File: src/rtl/params_pkg.sv
// Shared definitions for the memory arbiter slice.
//
// Contents:
//   PADDR_WIDTH       default physical address width
//   CACHE_LINE_BYTES  line size in bytes; memory data width is 8x this
//   access_size_t     access size carried with every memory request
//   FULL_LINE_SIZE    enumerator used for every instruction-side request
//   arb_state_t       arbiter FSM state encoding
package params_pkg;

    localparam int PADDR_WIDTH      = 32;
    localparam int CACHE_LINE_BYTES = 16;

    typedef enum logic [2:0] {
        SIZE_BYTE  = 3'd0,
        SIZE_HALF  = 3'd1,
        SIZE_WORD  = 3'd2,
        SIZE_DWORD = 3'd3,
        SIZE_LINE  = 3'd4
    } access_size_t;

    // Instruction fetches always move a whole cache line.
    localparam access_size_t FULL_LINE_SIZE = SIZE_LINE;

    typedef enum logic [1:0] {
        ARB_IDLE  = 2'd0,
        ARB_ISSUE = 2'd1,
        ARB_WAIT  = 2'd2,
        ARB_RESP  = 2'd3
    } arb_state_t;

endpackage

File: src/rtl/mem_arbiter_if.sv
// Bus bundle between the two cache-side requesters, the memory port and
// the arbiter.
//
// Handshake semantics: a requester raises its request (ic_req_valid_i,
// dc_rd_req_i or dc_wr_req_i) and holds it, with stable fields, until the
// matching one-cycle response pulse (ic_rsp_valid_o, dc_rsp_valid_o,
// dc_wr_done_o). Towards memory, rd_req_valid_o / wr_req_valid_o are
// one-cycle pulses that memory must accept unconditionally; memory later
// answers with exactly one mem_data_valid_i or write_done_i pulse.
//
// Modports:
//   slave   the arbiter's view
//   master  the environment's view (caches + memory)
interface mem_arbiter_if #(
    parameter int PADDR_WIDTH = params_pkg::PADDR_WIDTH,
    parameter int LINE_WIDTH  = params_pkg::CACHE_LINE_BYTES * 8
);
    import params_pkg::*;

    // Instruction side
    logic                   ic_req_valid_i;
    logic [PADDR_WIDTH-1:0] ic_req_addr_i;
    logic                   ic_rsp_valid_o;
    logic [LINE_WIDTH-1:0]  ic_rsp_data_o;

    // Data side
    logic                   dc_rd_req_i;
    logic                   dc_wr_req_i;
    logic [PADDR_WIDTH-1:0] dc_req_addr_i;
    logic [LINE_WIDTH-1:0]  dc_wr_data_i;
    access_size_t           dc_access_size_i;
    logic                   dc_rsp_valid_o;
    logic [LINE_WIDTH-1:0]  dc_rsp_data_o;
    logic                   dc_wr_done_o;

    // Memory side
    logic                   rd_req_valid_o;
    logic                   wr_req_valid_o;
    logic                   req_is_instr_o;
    logic [PADDR_WIDTH-1:0] req_address_o;
    logic [LINE_WIDTH-1:0]  wr_data_o;
    access_size_t           req_access_size_o;
    logic                   mem_data_valid_i;
    logic                   mem_data_is_instr_i;
    logic                   write_done_i;
    logic [LINE_WIDTH-1:0]  mem_data_i;

    // Status / debug
    logic                   err_o;
    logic [31:0]            busy_cycles_o;
    arb_state_t             dbg_state;

    modport slave (
        input  ic_req_valid_i, ic_req_addr_i,
        output ic_rsp_valid_o, ic_rsp_data_o,
        input  dc_rd_req_i, dc_wr_req_i, dc_req_addr_i, dc_wr_data_i, dc_access_size_i,
        output dc_rsp_valid_o, dc_rsp_data_o, dc_wr_done_o,
        output rd_req_valid_o, wr_req_valid_o, req_is_instr_o, req_address_o,
        output wr_data_o, req_access_size_o,
        input  mem_data_valid_i, mem_data_is_instr_i, write_done_i, mem_data_i,
        output err_o, busy_cycles_o, dbg_state
    );

    modport master (
        output ic_req_valid_i, ic_req_addr_i,
        input  ic_rsp_valid_o, ic_rsp_data_o,
        output dc_rd_req_i, dc_wr_req_i, dc_req_addr_i, dc_wr_data_i, dc_access_size_i,
        input  dc_rsp_valid_o, dc_rsp_data_o, dc_wr_done_o,
        input  rd_req_valid_o, wr_req_valid_o, req_is_instr_o, req_address_o,
        input  wr_data_o, req_access_size_o,
        output mem_data_valid_i, mem_data_is_instr_i, write_done_i, mem_data_i,
        input  err_o, busy_cycles_o, dbg_state
    );

endinterface

File: src/rtl/rr_arbiter2.sv
// Two-way round-robin grant between the instruction and data sides.
//
// Ports:
//   clk_i, rst_i   clock, synchronous active-high reset
//   req_ic_i       instruction side is requesting
//   req_dc_i       data side is requesting
//   advance_i      the current grant is being taken this cycle
//   gnt_ic_o       grant to the instruction side (combinational)
//   gnt_dc_o       grant to the data side (combinational)
module rr_arbiter2 (
    input  logic clk_i,
    input  logic rst_i,
    input  logic req_ic_i,
    input  logic req_dc_i,
    input  logic advance_i,
    output logic gnt_ic_o,
    output logic gnt_dc_o
);

    // 1 = instruction side won the last contested grant. Resetting to the
    // instruction side makes the data side win the first contest.
    logic last_ic_q;
    logic contested;

    assign contested = req_ic_i && req_dc_i;

    always_comb begin
        gnt_ic_o = 1'b0;
        gnt_dc_o = 1'b0;
        if (contested) begin
            if (last_ic_q) begin
                gnt_dc_o = 1'b1;
            end else begin
                gnt_ic_o = 1'b1;
            end
        end else begin
            gnt_ic_o = req_ic_i;
            gnt_dc_o = req_dc_i;
        end
    end

    // Only contested grants move the pointer: an uncontested grant is not a
    // fairness decision, so it must not cost that side its next turn.
    always_ff @(posedge clk_i) begin
        if (rst_i) begin
            last_ic_q <= 1'b1;
        end else if (advance_i && contested) begin
            last_ic_q <= gnt_ic_o;
        end
    end

endmodule

File: src/rtl/mem_arbiter.sv
// Memory arbiter: serialises instruction-line reads and data reads/writes
// onto a single memory port with one transaction outstanding at a time.
//
// Ports:
//   clk_i   sole clock, rising edge
//   rst_i   synchronous active-high reset; abandons any transaction
//   bus     mem_arbiter_if.slave: requester, memory, status and debug state
//
// Flow: IDLE grants and latches one request -> ISSUE pulses the memory
// request -> WAIT holds until the matching memory response -> RESP pulses
// the owner's response -> IDLE.
module mem_arbiter #(
    parameter int PADDR_WIDTH = params_pkg::PADDR_WIDTH,
    parameter int LINE_WIDTH  = params_pkg::CACHE_LINE_BYTES * 8
) (
    input  logic         clk_i,
    input  logic         rst_i,
    mem_arbiter_if.slave bus
);
    import params_pkg::*;

    arb_state_t             state_q;
    arb_state_t             state_d;

    logic                   gnt_ic;
    logic                   gnt_dc;
    logic                   grant;

    // Latched transaction
    logic                   owner_ic_q;
    logic                   is_write_q;
    logic [PADDR_WIDTH-1:0] addr_q;
    logic [LINE_WIDTH-1:0]  wr_data_q;
    access_size_t           size_q;

    logic [LINE_WIDTH-1:0]  ic_rsp_data_q;
    logic [LINE_WIDTH-1:0]  dc_rsp_data_q;
    logic                   err_q;
    logic [31:0]            busy_q;

    logic                   in_idle;
    logic                   in_wait;
    logic                   read_ok;
    logic                   write_ok;
    logic                   err_set;

    assign in_idle  = (state_q == ARB_IDLE);
    assign in_wait  = (state_q == ARB_WAIT);
    assign grant    = gnt_ic || gnt_dc;
    assign read_ok  = in_wait && !is_write_q && bus.mem_data_valid_i;
    assign write_ok = in_wait &&  is_write_q && bus.write_done_i;

    rr_arbiter2 u_rr (
        .clk_i     (clk_i),
        .rst_i     (rst_i),
        .req_ic_i  (bus.ic_req_valid_i),
        .req_dc_i  (bus.dc_rd_req_i || bus.dc_wr_req_i),
        .advance_i (in_idle),
        .gnt_ic_o  (gnt_ic),
        .gnt_dc_o  (gnt_dc)
    );

    // ------------------------------------------------------------------
    // FSM state register
    // ------------------------------------------------------------------
    always_ff @(posedge clk_i) begin
        if (rst_i) begin
            state_q <= ARB_IDLE;
        end else begin
            state_q <= state_d;
        end
    end

    // ------------------------------------------------------------------
    // FSM next state and handshake pulses
    // ------------------------------------------------------------------
    always_comb begin
        state_d            = state_q;
        bus.rd_req_valid_o = 1'b0;
        bus.wr_req_valid_o = 1'b0;
        bus.ic_rsp_valid_o = 1'b0;
        bus.dc_rsp_valid_o = 1'b0;
        bus.dc_wr_done_o   = 1'b0;

        case (state_q)
            ARB_IDLE: begin
                if (grant) begin
                    state_d = ARB_ISSUE;
                end
            end
            ARB_ISSUE: begin
                bus.rd_req_valid_o = !is_write_q;
                bus.wr_req_valid_o =  is_write_q;
                state_d            = ARB_WAIT;
            end
            ARB_WAIT: begin
                // No timeout: memory latency is unbounded.
                if (read_ok || write_ok) begin
                    state_d = ARB_RESP;
                end
            end
            ARB_RESP: begin
                bus.ic_rsp_valid_o = owner_ic_q;
                bus.dc_rsp_valid_o = !owner_ic_q && !is_write_q;
                bus.dc_wr_done_o   = !owner_ic_q &&  is_write_q;
                state_d            = ARB_IDLE;
            end
            default: begin
                state_d = ARB_IDLE;
            end
        endcase
    end

    // ------------------------------------------------------------------
    // Protocol error detection (sticky in err_q)
    // ------------------------------------------------------------------
    always_comb begin
        err_set = 1'b0;
        // Simultaneous read and write from the data side: served as a write.
        if (in_idle && gnt_dc && bus.dc_rd_req_i && bus.dc_wr_req_i) begin
            err_set = 1'b1;
        end
        // Responses outside WAIT or of the wrong kind are dropped.
        if (bus.mem_data_valid_i && !read_ok) begin
            err_set = 1'b1;
        end
        if (bus.write_done_i && !write_ok) begin
            err_set = 1'b1;
        end
        // Wrong-side tag on read data: still delivered to the owner.
        if (read_ok && (bus.mem_data_is_instr_i != owner_ic_q)) begin
            err_set = 1'b1;
        end
    end

    // ------------------------------------------------------------------
    // Datapath: grant latch, response data, status
    // ------------------------------------------------------------------
    always_ff @(posedge clk_i) begin
        if (rst_i) begin
            owner_ic_q    <= 1'b0;
            is_write_q    <= 1'b0;
            addr_q        <= '0;
            wr_data_q     <= '0;
            size_q        <= SIZE_BYTE;
            ic_rsp_data_q <= '0;
            dc_rsp_data_q <= '0;
            err_q         <= 1'b0;
            busy_q        <= '0;
        end else begin
            // Fields are captured once here; later changes on the request
            // inputs have no effect until the next IDLE.
            if (in_idle && grant) begin
                owner_ic_q <= gnt_ic;
                if (gnt_ic) begin
                    is_write_q <= 1'b0;
                    addr_q     <= bus.ic_req_addr_i;
                    wr_data_q  <= '0;
                    size_q     <= FULL_LINE_SIZE;
                end else begin
                    is_write_q <= bus.dc_wr_req_i;
                    addr_q     <= bus.dc_req_addr_i;
                    wr_data_q  <= bus.dc_wr_req_i ? bus.dc_wr_data_i : '0;
                    size_q     <= bus.dc_access_size_i;
                end
            end

            if (read_ok) begin
                if (owner_ic_q) begin
                    ic_rsp_data_q <= bus.mem_data_i;
                end else begin
                    dc_rsp_data_q <= bus.mem_data_i;
                end
            end

            if (err_set) begin
                err_q <= 1'b1;
            end

            if (!in_idle && (busy_q != '1)) begin
                busy_q <= busy_q + 32'd1;
            end
        end
    end

    assign bus.req_is_instr_o    = owner_ic_q;
    assign bus.req_address_o     = addr_q;
    assign bus.wr_data_o         = wr_data_q;
    assign bus.req_access_size_o = size_q;
    assign bus.ic_rsp_data_o     = ic_rsp_data_q;
    assign bus.dc_rsp_data_o     = dc_rsp_data_q;
    assign bus.err_o             = err_q;
    assign bus.busy_cycles_o     = busy_q;
    assign bus.dbg_state         = state_q;

endmodule
File: src/flat_wrapper.sv
// flat-port wrapper written by rule: the top's interface ports become plain ports
module mem_arbiter_flat import params_pkg::*;
#(
    parameter int PADDR_WIDTH = params_pkg::PADDR_WIDTH,
    parameter int LINE_WIDTH  = params_pkg::CACHE_LINE_BYTES * 8
)
  (clk_i, rst_i, bus_ic_req_valid_i, bus_ic_req_addr_i, bus_ic_rsp_valid_o, bus_ic_rsp_data_o, bus_dc_rd_req_i, bus_dc_wr_req_i, bus_dc_req_addr_i, bus_dc_wr_data_i, bus_dc_access_size_i, bus_dc_rsp_valid_o, bus_dc_rsp_data_o, bus_dc_wr_done_o, bus_rd_req_valid_o, bus_wr_req_valid_o, bus_req_is_instr_o, bus_req_address_o, bus_wr_data_o, bus_req_access_size_o, bus_mem_data_valid_i, bus_mem_data_is_instr_i, bus_write_done_i, bus_mem_data_i, bus_err_o, bus_busy_cycles_o, bus_dbg_state);
  mem_arbiter_if #(.PADDR_WIDTH(PADDR_WIDTH), .LINE_WIDTH(LINE_WIDTH)) bus_i ();
  input  logic clk_i;
  input  logic rst_i;
  input wire logic [$bits(bus_i.ic_req_valid_i)-1:0] bus_ic_req_valid_i;
  input wire logic [$bits(bus_i.ic_req_addr_i)-1:0] bus_ic_req_addr_i;
  output wire logic [$bits(bus_i.ic_rsp_valid_o)-1:0] bus_ic_rsp_valid_o;
  output wire logic [$bits(bus_i.ic_rsp_data_o)-1:0] bus_ic_rsp_data_o;
  input wire logic [$bits(bus_i.dc_rd_req_i)-1:0] bus_dc_rd_req_i;
  input wire logic [$bits(bus_i.dc_wr_req_i)-1:0] bus_dc_wr_req_i;
  input wire logic [$bits(bus_i.dc_req_addr_i)-1:0] bus_dc_req_addr_i;
  input wire logic [$bits(bus_i.dc_wr_data_i)-1:0] bus_dc_wr_data_i;
  input wire logic [$bits(bus_i.dc_access_size_i)-1:0] bus_dc_access_size_i;
  output wire logic [$bits(bus_i.dc_rsp_valid_o)-1:0] bus_dc_rsp_valid_o;
  output wire logic [$bits(bus_i.dc_rsp_data_o)-1:0] bus_dc_rsp_data_o;
  output wire logic [$bits(bus_i.dc_wr_done_o)-1:0] bus_dc_wr_done_o;
  output wire logic [$bits(bus_i.rd_req_valid_o)-1:0] bus_rd_req_valid_o;
  output wire logic [$bits(bus_i.wr_req_valid_o)-1:0] bus_wr_req_valid_o;
  output wire logic [$bits(bus_i.req_is_instr_o)-1:0] bus_req_is_instr_o;
  output wire logic [$bits(bus_i.req_address_o)-1:0] bus_req_address_o;
  output wire logic [$bits(bus_i.wr_data_o)-1:0] bus_wr_data_o;
  output wire logic [$bits(bus_i.req_access_size_o)-1:0] bus_req_access_size_o;
  input wire logic [$bits(bus_i.mem_data_valid_i)-1:0] bus_mem_data_valid_i;
  input wire logic [$bits(bus_i.mem_data_is_instr_i)-1:0] bus_mem_data_is_instr_i;
  input wire logic [$bits(bus_i.write_done_i)-1:0] bus_write_done_i;
  input wire logic [$bits(bus_i.mem_data_i)-1:0] bus_mem_data_i;
  output wire logic [$bits(bus_i.err_o)-1:0] bus_err_o;
  output wire logic [$bits(bus_i.busy_cycles_o)-1:0] bus_busy_cycles_o;
  output wire logic [$bits(bus_i.dbg_state)-1:0] bus_dbg_state;
  assign bus_i.ic_req_valid_i = bus_ic_req_valid_i;
  assign bus_i.ic_req_addr_i = bus_ic_req_addr_i;
  assign bus_ic_rsp_valid_o = bus_i.ic_rsp_valid_o;
  assign bus_ic_rsp_data_o = bus_i.ic_rsp_data_o;
  assign bus_i.dc_rd_req_i = bus_dc_rd_req_i;
  assign bus_i.dc_wr_req_i = bus_dc_wr_req_i;
  assign bus_i.dc_req_addr_i = bus_dc_req_addr_i;
  assign bus_i.dc_wr_data_i = bus_dc_wr_data_i;
  assign bus_i.dc_access_size_i = bus_dc_access_size_i;
  assign bus_dc_rsp_valid_o = bus_i.dc_rsp_valid_o;
  assign bus_dc_rsp_data_o = bus_i.dc_rsp_data_o;
  assign bus_dc_wr_done_o = bus_i.dc_wr_done_o;
  assign bus_rd_req_valid_o = bus_i.rd_req_valid_o;
  assign bus_wr_req_valid_o = bus_i.wr_req_valid_o;
  assign bus_req_is_instr_o = bus_i.req_is_instr_o;
  assign bus_req_address_o = bus_i.req_address_o;
  assign bus_wr_data_o = bus_i.wr_data_o;
  assign bus_req_access_size_o = bus_i.req_access_size_o;
  assign bus_i.mem_data_valid_i = bus_mem_data_valid_i;
  assign bus_i.mem_data_is_instr_i = bus_mem_data_is_instr_i;
  assign bus_i.write_done_i = bus_write_done_i;
  assign bus_i.mem_data_i = bus_mem_data_i;
  assign bus_err_o = bus_i.err_o;
  assign bus_busy_cycles_o = bus_i.busy_cycles_o;
  assign bus_dbg_state = bus_i.dbg_state;
  mem_arbiter #(.PADDR_WIDTH(PADDR_WIDTH), .LINE_WIDTH(LINE_WIDTH)) u_core (.clk_i(clk_i), .rst_i(rst_i), .bus(bus_i));
endmodule
File: config.mk
export PLATFORM = sky130hd
export DESIGN_NAME = mem_arbiter_flat
export DESIGN_NICKNAME = d
export VERILOG_FILES = /design/src/rtl/params_pkg.sv /design/src/rtl/mem_arbiter_if.sv /design/src/rtl/rr_arbiter2.sv /design/src/rtl/mem_arbiter.sv /design/src/flat_wrapper.sv
export SDC_FILE = /design/constraint.sdc
export NUM_CORES = 1
export LEC_CHECK = 0
export ABC_AREA = 1
export CORE_AREA = 5 5 302 304
export CTS_BUF_LIST = sky130_fd_sc_hd__clkbuf_16
export CTS_CLUSTER_DIAMETER = 100
export DETAILED_ROUTE_END_ITERATION = 8
export DIE_AREA = 0 0 307 309
export MAX_ROUTING_LAYER = met4
export PLACE_DENSITY_LB_ADDON = 0.3
export SKIP_CTS_REPAIR_TIMING = 1
export SLEW_MARGIN = 10
export SYNTH_ARGS = -nofsm -noshare
export SYNTH_HDL_FRONTEND = slang
export SYNTH_SLANG_ARGS = --single-unit
export TNS_END_PERCENT = 1
File: constraint.sdc
create_clock -name clk_i -period 3.9 [get_ports clk_i]
set_input_delay 0.975 -clock clk_i [delete_from_list [all_inputs] [get_ports clk_i]]
set_output_delay 0.975 -clock clk_i [all_outputs]
set_load 0.05 [all_outputs]
# Yosys cells after proc, flatten, opt, wreduce, memory -nomap -nowiden
# Cells that the tools add are included.
[op_classes] bitwise_logic=1 add_sub_neg=1 n_reduce_logical=28 magnitude_cmp=0 n_div=0 n_eq_ne=7 n_shift=0 mux=21 multipliers=0
[ops] op="two-way mux 128 bit" n=2
[ops] op="adder 32 x 1 -> 32 bit (second input constant)" n=1
[ops] op="two-way mux 32 bit" n=1
[ops] op="inequality test 32 bit (second input constant)" n=1
[ops] op="logical AND 1 bit" n=16
[ops] op="two-way mux 1 bit" n=14
[ops] op="case mux 2 bit (4 select lines)" n=1
[ops] op="AND reduction 2 bit" n=3
[ops] op="zero test 1 bit" n=5
[ops] op="equality test 2 bit (second input constant)" n=2
[ops] op="two-way mux 2 bit" n=2
[ops] op="logical OR 1 bit" n=3
[ops] op="two-way mux 3 bit" n=1
[ops] op="equality test 2 x 1 -> 1 bit (second input constant)" n=1
[ops] op="zero test 2 bit" n=1
[ops] op="inequality test 2 x 1 -> 1 bit (second input constant)" n=1
[ops] op="inequality test 2 bit (second input constant)" n=1
[ops] op="inequality test 1 bit" n=1
[ops] op="NOT 1 bit" n=1
[word_totals] mem_bits_rw=0 latch_bits=0 reg_bits=457 output_inout_bits=460 word_cells=69 memories=0 mem_bits_ro=0 inputBits=331

# Longest topological paths before layout
# Gate-level depths: netlist of the first run.
[logic_depth] depth_word=10 depth_mapped=11 mapped_depth_nobuf=10

# Cells and area by module
# From an unflattened synthesis of the first run, not the netlist that was laid out.
[unflattened] hier_cells=2288 area_unflattened_um2=17540.6
[modules_own_cells] module="mem_arbiter" area_per_inst_um2=17478.0 n_inst=1 cells_per_inst=2279 seq_area_each_um2=9128.8
[modules_own_cells] module="rr_arbiter2" area_per_inst_um2=62.6 n_inst=1 cells_per_inst=9 seq_area_each_um2=20.0

# Worst setup path after synthesis of the first run
# Ideal clock, no wire load.
[synth_path] kind="flip-flop to output port" startpoint="register u_core.state_q[1], in the netlist u_core.bus.dbg_state[1]" endpoint="output port bus_dc_rsp_valid_o" path_stages_with_launch=4 t_required_ns=2.925 arrival_time_ns=2.003 setup_slack_ns=0.922 n_path_buf=0 path_cell_list="dfxtp_1 -> ha_1 -> inv_1 -> nor3_1"
[synth_via] elab_chain_len=2
[synth_rtl] item="from (decl)" line="mem_arbiter.sv:22" text="arb_state_t state_q;"
[synth_rtl] item="from (signal assigned)" line="mem_arbiter.sv:70" text="state_q <= state_d;"
[synth_rtl] item="equality test 2 bit" line="mem_arbiter.sv:85" text="case (state_q)"
[synth_rtl] item="two-way mux 1 bit" line="mem_arbiter.sv:85"
[synth_rtl] item="to (decl)" line="flat_wrapper.sv:20" text="output wire logic [$bits(bus_i.dc_rsp_valid_o)-1:0] bus_dc_rsp_valid_o;"
# No other way between the ends.

# Final worst setup path of the first run
[layout_path] startpoint="register u_core.state_q[1], in the netlist u_core.bus.dbg_state[1]" endpoint="output port bus_wr_req_valid_o"
[layout_via] elab_chain_len=2
[layout_rtl] item="equality test 2 x 1 -> 1 bit" line="mem_arbiter.sv:85"
[layout_rtl] item="two-way mux 1 bit" line="mem_arbiter.sv:85"
[layout_rtl] item="to (decl)" line="flat_wrapper.sv:24" text="output wire logic [$bits(bus_i.wr_req_valid_o)-1:0] bus_wr_req_valid_o;"
# No other way between the ends.

==> results of run 1 <==
-- report_power, final --
part | internal (uW) | switching (uW) | leakage [uW]
clock network | 2850 | 2170 | 0.000919
registers | 5320 | 390 | 0.00371
logic | 1920 | 4240 | 0.00552
-- cell families (layout without fill, tap and decap cells) --
kind of cell,count (synthesis),after routing,synth area share (%)
AOI/OAI and AO/OA,588,588,17.9
xor gates and xnor gates,15,15,0.767
adders and majority gates,5,5,0.365
buffers and inverters,323,1105,7.76
DFF,457,457,53.4
other,0,8,0
and+or+nand+nor,865,865,19.8
-- sequential cells by signal, summed over array words and instances, names as in the netlist --
signal,flops
u_core.bus.busy_cycles_o,32
u_core.bus.dbg_state,2
u_core.bus.dc_rsp_data_o,128
u_core.bus.err_o,1
u_core.bus.ic_rsp_data_o,128
u_core.bus.req_access_size_o,3
u_core.bus.req_address_o,32
u_core.bus.req_is_instr_o,1
u_core.bus.wr_data_o,128
u_core.is_write_q,1
u_core.u_rr.last_ic_q,1
-- area by class of cell --
class,count,share of cell area (%)
diodes,8,0.0713
clock buffers,57,5.08
clock inverters,46,1.19
inverters,173,2.35
multi-input cells,1473,23.8
flip-flops and latches,457,32.6
well taps,1165,5.19
repair buffers,829,29.7
-- per-stage QoR --
| step | area (um^2) | hold WS (ns) | total power (uW) | setup WS (ns) | std cells |
|---|---|---|---|---|---|
| 3_3_place_gp | 26300 | 0.430 | 12000 | 0.745 | 4097 |
| 2_1_floorplan | 17100 | 0.447 | 9590 | 0.922 | 2253 |
| 3_5_place_dp | 26300 | 0.433 | 12000 | 0.641 | 4097 |
| 4_1_cts | 28000 | 0.442 | 17200 | 0.578 | 4200 |
| 5_1_grt | 28100 | 0.457 | 17700 | 0.489 | 4207 |
| 6_report | 28100 | 0.439 | 16900 | 0.654 | 4208 |
-- layout by cell type (no fill, tap or decap), drive strengths merged, types with 16 or more instances in the layout --
master           n
a21oi          287
dfxtp          457
clkinv          22
inv            193
nor2           333
clkbuf          57
nand3           16
o21ai          265
nand2          501
clkdlybuf4s50  789
a31oi           33
buf             40
-- critical path: cells and delay by family, from the launching register on --
family        cells  cell delay (ns)
flops             1             0.34
buf+inv           3             1.02
fa+ha+maj         1             0.18
simple gates      1             0.11
-- how the worst max path moves through the flow --
stage	to	cells past startpoint	slack, ns
floorplan	bus_dc_rsp_valid_o	3	0.92
global route	bus_dc_wr_done_o	3	0.49
global placement	u_core.bus.req_address_o[29]$_SDFFE_PP0P_	8	0.75
detailed placement	u_core.bus.req_address_o[11]$_SDFFE_PP0P_	8	0.64
CTS	bus_wr_req_valid_o	5	0.58
finish	bus_wr_req_valid_o	5	0.65
-- per-layer routing --
layer	vias up	global-route usage [%]	wire length, um
met1	7815	18.0	31500
li1	8710	-	-
met4	0	5.47	2640
met3	125	6.13	7510
met5	-	-	0
met2	627	24.5	35000
-- cells in the mapped netlist --
cell type	n	area share, %
xor2_1	8	0.41
nand2_4	3	0.20
nor2_1	325	7.1
nand3_1	16	0.47
a31oi_1	33	1.2
nor2_4	2	0.13
nor2_8	1	0.12
buf_2	40	1.2
a21oi_1	267	7.8
nor3_2	1	0.058
clkinv_1	1	0.022
nand2_1	487	11
nor3_1	7	0.20
xnor2_1	7	0.36
a21oi_2	20	1.0
buf_1	3	0.066
o21ai_0	265	7.7
ha_1	5	0.37
inv_1	171	3.7
nand4_1	7	0.26
clkbuf_1	97	2.1
buf_12	2	0.23
buf_4	7	0.31
a211oi_1	1	0.044
inv_2	1	0.022
buf_6	1	0.066
o211ai_1	2	0.088
nand2_2	11	0.40
nor2_2	5	0.18
dfxtp_1	457	53
==> out/metrics.yaml, run 1 <==
cts:
  cts_tree: "yes"
  cts-buffers-inserted: 56
  clk_latency_ns: 0.63
  clockBufferDepth: 3
  clock_sinks: 457
  root_buffer: "clkbuf_16"
  htree_levels: 2
  path_clk_slew_ns: 0.06
detailed_routing:
  routedWlPerCell_um: 18.2
  dr.pass1.iters: 6
  drc: 0
  vias: 17277
  vias_per_cell: 4.11
  drtAntennaViolNets: 0
  drt-initial-drc-count: 869
  routed_wl_um: 76700
finish:
  multiInputGateArea_um2: 6690
  utilization_pct: 31.9
  fillerInstances: 9373
  syn_to_final_growth_pct: 63.8
  seqCellArea_um2: 9150
  final_layout_size_suffix_gt1_share_pct: 5.47
  fin_nets: 3326
timing:
  skew_ns: 0.0253
  worst_slew_pin_slew_ns: 0.884
  fmax_mhz: 308
  period_share_pct: 83.2
  slew_headroom_pct: 40.9
  finalHoldViolCount: 0
  fin_tns_setup_ns: 0
  fin_crit_ns: 3.25
  slew_viol_final: 0
  rsz0062_at_grt: "false"
  setup_viol: 0
hold_path:
  hp-start: "u_core.bus.ic_rsp_data_o[101]$_SDFFE_PP0P_"
  hold_depth: 2
  hold_class: "register to register"
  hold_end: "u_core.bus.ic_rsp_data_o[101]$_SDFFE_PP0P_"
yosys:
  synth_cell_type_count: 30
  synth_cells: 2253
  synth-seq-cells: 457
  syn_area_um2: 17100
  ys_seq_area_share_pct: 53.4
  ys_warn_count: 0
  avgSynthCellArea_um2: 7.60
  syn-num-nets: 2589
worst_setup_path:
  slowest_stage: "clkdlybuf4s50_1"
  ff2ff_path_depth: 10
  required_ns: 2.92
  endpoint_kind: "primary output"
  crit_path_max_incr_delay_ns: 0.82
  critical_path_class: "register to primary output"
  r2r-start: "u_core.bus.busy_cycles_o[1]$_SDFFE_PP0P_"
  ff2ff_setup_slack_ns: 1.33
  r2r_end: "u_core.bus.busy_cycles_o[29]$_SDFFE_PP0P_"
  cp-startpoint: "u_core.bus.dbg_state[1]$_SDFFE_PP0P_"
  critical_path.startpoint_type: "register"
  worstPathMaxFanout: 4
  crit_arrival_ns: 2.27
  crit_top_cell: "inv_1"
  path_cells: "inv_1, ha_1, nand2_1, inv_1, clkdlybuf4s50_1"
die:
  start_util_pct: 19.5
  io_pins: 791
  row_count: 109
  coreArea_um2: 88000
  die_x_um: 307
  die_h_um: 309
  dieArea_um2: 94900
global_routing:
  grt_pass1_vias: 16951
  grt_first_pass_wirelength_um: 110000
  grt_overflow: 0
  grt_usage_pct: 15.5
  grt_max_degree: 138
  antenna_found_initial: 7
placed_design:
  port_buffers: 790
  gp_congestion: 0.861
  hpwl_um: 57300
job:
  maxCapViolations: 0
run_status:
  outcome: "finished clean"
pwr:
  p_leak_uw: 0.0101
  vdd_drop_max_v: 0.000370
  power_density_nw_per_um2: 602
No activity file was read; power rests on OpenSTA's default activity.
==> run 2, diff against run 1 <==
--- a/config.mk
+++ b/config.mk
@@ -6,11 +6,11 @@
 export NUM_CORES = 1
 export LEC_CHECK = 0
 export ABC_AREA = 1
-export CORE_AREA = 5 5 302 304
+export CORE_AREA = 5 5 300 302
 export CTS_BUF_LIST = sky130_fd_sc_hd__clkbuf_16
 export CTS_CLUSTER_DIAMETER = 100
 export DETAILED_ROUTE_END_ITERATION = 8
-export DIE_AREA = 0 0 307 309
+export DIE_AREA = 0 0 305 307
 export MAX_ROUTING_LAYER = met4
 export PLACE_DENSITY_LB_ADDON = 0.3
 export SKIP_CTS_REPAIR_TIMING = 1
==> constraint.sdc (replaced) <==
create_clock -name clk_i -period 2.7 [get_ports clk_i]
set_input_delay 0.675 -clock clk_i [delete_from_list [all_inputs] [get_ports clk_i]]
set_output_delay 0.675 -clock clk_i [all_outputs]
set_load 0.05 [all_outputs]
==> run 2 against run 1 <==
- register-to-register slack worse by 1.0 ns
- highest routed layer unchanged
- clock-buffer cell count is 2 lower
- clock power grew 34%
- design area up 0.49%
- sequential share of layout area is 0.16 points lower
- sequential power grew 44%
- combinational power increased by 48%
- total power grew 43%
==> out/metrics.yaml, run 2 (same netlist as run 1, synthesis figures left out) <==
pwr:
  vdd_drop_max_v: 0.000482  # was 0.000370 V
  switching_share_pct: 40.2  # about the same
  power_frac_seq_pct: 34.2  # was 33.8%
  netSwitchingPower_uw: 9690  # was 6800 uW
  power_density_nw_per_um2: 854  # was 602 nW/um^2
  power_frac_comb_pct: 37.9  # was 36.4%
  power_uw: 24100  # was 16900 uW
  p_leak_uw: 0.0103  # was 0.0101 uW
  p_clk_share_pct: 27.8  # was 29.7%
  power.internal_uw: 14400  # was 10100 uW
placed_design:
  placed_area_um2: 26600  # was 26300 um^2
  hpwl_um: 55200  # was 57300 um
  gp_congestion: 0.845  # was 0.861
  port_buffers: 790  # unchanged
  pre_cts_ws_ns: 0.0776  # was 0.641 ns
run_status:
  outcome: "finished clean"  # unchanged
global_routing:
  grt_max_degree: 115  # was 138
  grt_overflow: 0  # unchanged
  grt_usage_pct: 15.1  # was 15.5%
  antenna_found_initial: 4  # was 7
  grt_first_pass_wirelength_um: 108000  # was 110000 um
  grt_pass1_vias: 17021  # was 16951
finish:
  final_layout_size_suffix_gt1_share_pct: 6.37  # was 5.47%
  syn_to_final_growth_pct: 64.6  # was 63.8%
  final_cell_mix: "776 x clkdlybuf4s50_1, 486 x nand2_1, 457 x dfxtp_1, 324 x nor2_1, 267 x a21oi_1"  # was 789 x clkdlybuf4s50_1, 486 x nand2_1, 457 x dfxtp_1, 324 x nor2_1, 267 x a21oi_1
  final_common_cell: "clkdlybuf4s50_1"  # unchanged
  fin_nets: 3355  # was 3326
  design_area_um2: 28200  # was 28100 um^2
hold_path:
  hold_class: "register to register"  # unchanged
cts:
  htree_levels: 2  # unchanged
  clockBufferDepth: 3  # unchanged
  path_clk_slew_ns: 0.06  # about the same
  clock_sinks: 457  # unchanged
  clk_latency_ns: 0.59  # was 0.63 ns
  cts-buffers-inserted: 54  # was 56
  root_buffer: "clkbuf_16"  # unchanged
  cts_tree: "yes"  # unchanged
timing:
  finalHoldViolCount: 0  # unchanged
  fin_ws_ns: 0.0674  # was 0.654 ns
  slew_viol_final: 0  # unchanged
  skew_ns: 0.0149  # was 0.0253 ns
  whs_ns: 0.439  # about the same
  slew_headroom_pct: 45.3  # was 40.9%
  worst_slew_pin_slew_ns: 0.820  # was 0.884 ns
  fin_tns_setup_ns: 0  # unchanged
  fin_crit_ns: 2.63
  fmax_mhz: 380
  rsz0062_at_grt: "false"  # unchanged
  period_share_pct: 97.5
  setup_viol: 0  # unchanged
detailed_routing:
  routed_wl_um: 73400  # was 76700 um
  drt-initial-drc-count: 853  # was 869
  vias: 17327  # was 17277
  dr.pass1.iters: 5  # was 6
  drtAntennaViolNets: 0  # unchanged
  routedWlPerCell_um: 17.4  # was 18.2 um
  drc: 0  # unchanged
  vias_per_cell: 4.10  # was 4.11
worst_setup_path:
  required_ns: 2.03  # was 2.92 ns
  slowest_stage: "clkdlybuf4s50_1"  # unchanged
  path_cells: "clkdlybuf4s50_1"  # was inv_1, ha_1, nand2_1, inv_1, clkdlybuf4s50_1
  crit_arrival_ns: 1.96  # was 2.27 ns
  timing.critical_path.buf_inv: 1  # was 3
  critical_path.startpoint_type: "register"  # unchanged
  crit_path_max_incr_delay_ns: 0.90  # was 0.82 ns
  worstPathMaxFanout: 6  # was 4
  critical_path_class: "register to primary output"  # unchanged
  cp_top_family: "buffers and inverters"  # unchanged
  endpoint_kind: "primary output"  # unchanged
die:
  die_h_um: 307  # was 309 um
  start_util_pct: 19.6  # was 19.5%
  io_pins: 791  # unchanged
  die_x_um: 305  # was 307 um
  row_count: 109  # unchanged
  coreArea_um2: 87400  # was 88000 um^2
  dieArea_um2: 93600  # was 94900 um^2
job:
  maxCapViolations: 0  # unchanged
==> run 2: changes by cell type in the layout (fill, tap and decap cells not counted), sizes merged <==
cell | previous run | this run
buf | 40 | 80
clkinv | 22 | 27
dlymetal6s2s | 0 | 4
inv | 193 | 187
bufinv | 3 | 1
clkdlybuf4s50 | 789 | 776
diode | 8 | 2
clkbuf | 57 | 55
==> run 2: final timing paths <==
path	start	endpoint	slack (ns)	cells after the start
max	u_core.bus.busy_cycles_o[20]$_SDFFE_PP0P_	bus_busy_cycles_o[20]	0.07	1
min	u_core.bus.ic_rsp_data_o[89]$_SDFFE_PP0P_	u_core.bus.ic_rsp_data_o[89]$_SDFFE_PP0P_	0.44	2
max reg2reg	u_core.bus.dbg_state[0]$_SDFFE_PP0P_	u_core.bus.dc_rsp_data_o[10]$_SDFFE_PP0P_	0.33	10
min reg2reg	u_core.bus.ic_rsp_data_o[89]$_SDFFE_PP0P_	u_core.bus.ic_rsp_data_o[89]$_SDFFE_PP0P_	0.44	2
==> run 2: power by group through the flow <==
stage,Combinational [uW],Clock [uW],Sequential [uW]
6_report,9140,6710,8250
5_1_grt,9690,7230,8360
4_1_cts,9260,6990,8250
3_5_place_dp,9230,0,8380
3_3_place_gp,9240,0,8370
2_1_floorplan,2350,0,11500
==> run 2: area by class of cell <==
class / instances / area, um^2
sequential: 457 / 9150
inverter: 173 / 659
clock inverter: 43 / 228
antenna: 2 / 5.00
fill: 9316 / 59200
clock buffer: 55 / 1380
timing repair buffer: 860 / 8630
multi-input combinational: 1473 / 6690
tap: 1165 / 1460
==> run 2: worst min-delay path, cell delays in order, from the launching register on <==
cell and delay [ns]:
dfxtp_1 0.30, inv_1 0.04, a21oi_1 0.05
==> run 2: stage by stage <==
stage / util, % / instances
after floorplan: - / 2253
after global placement: 30.4 / 4128
after detailed placement: 30.4 / 4128
after CTS: 32.2 / 4226
after global routing: 32.3 / 4228
final: 32.3 / 4228
==> run 2: metal layers <==
metal	wire, um	global-route usage [%]	vias to the layer above
met5	0	-	-
met4	2370	4.91	0
met3	6130	4.94	111
met2	34300	24.7	630
met1	30600	17.6	7838
li1	-	-	8748
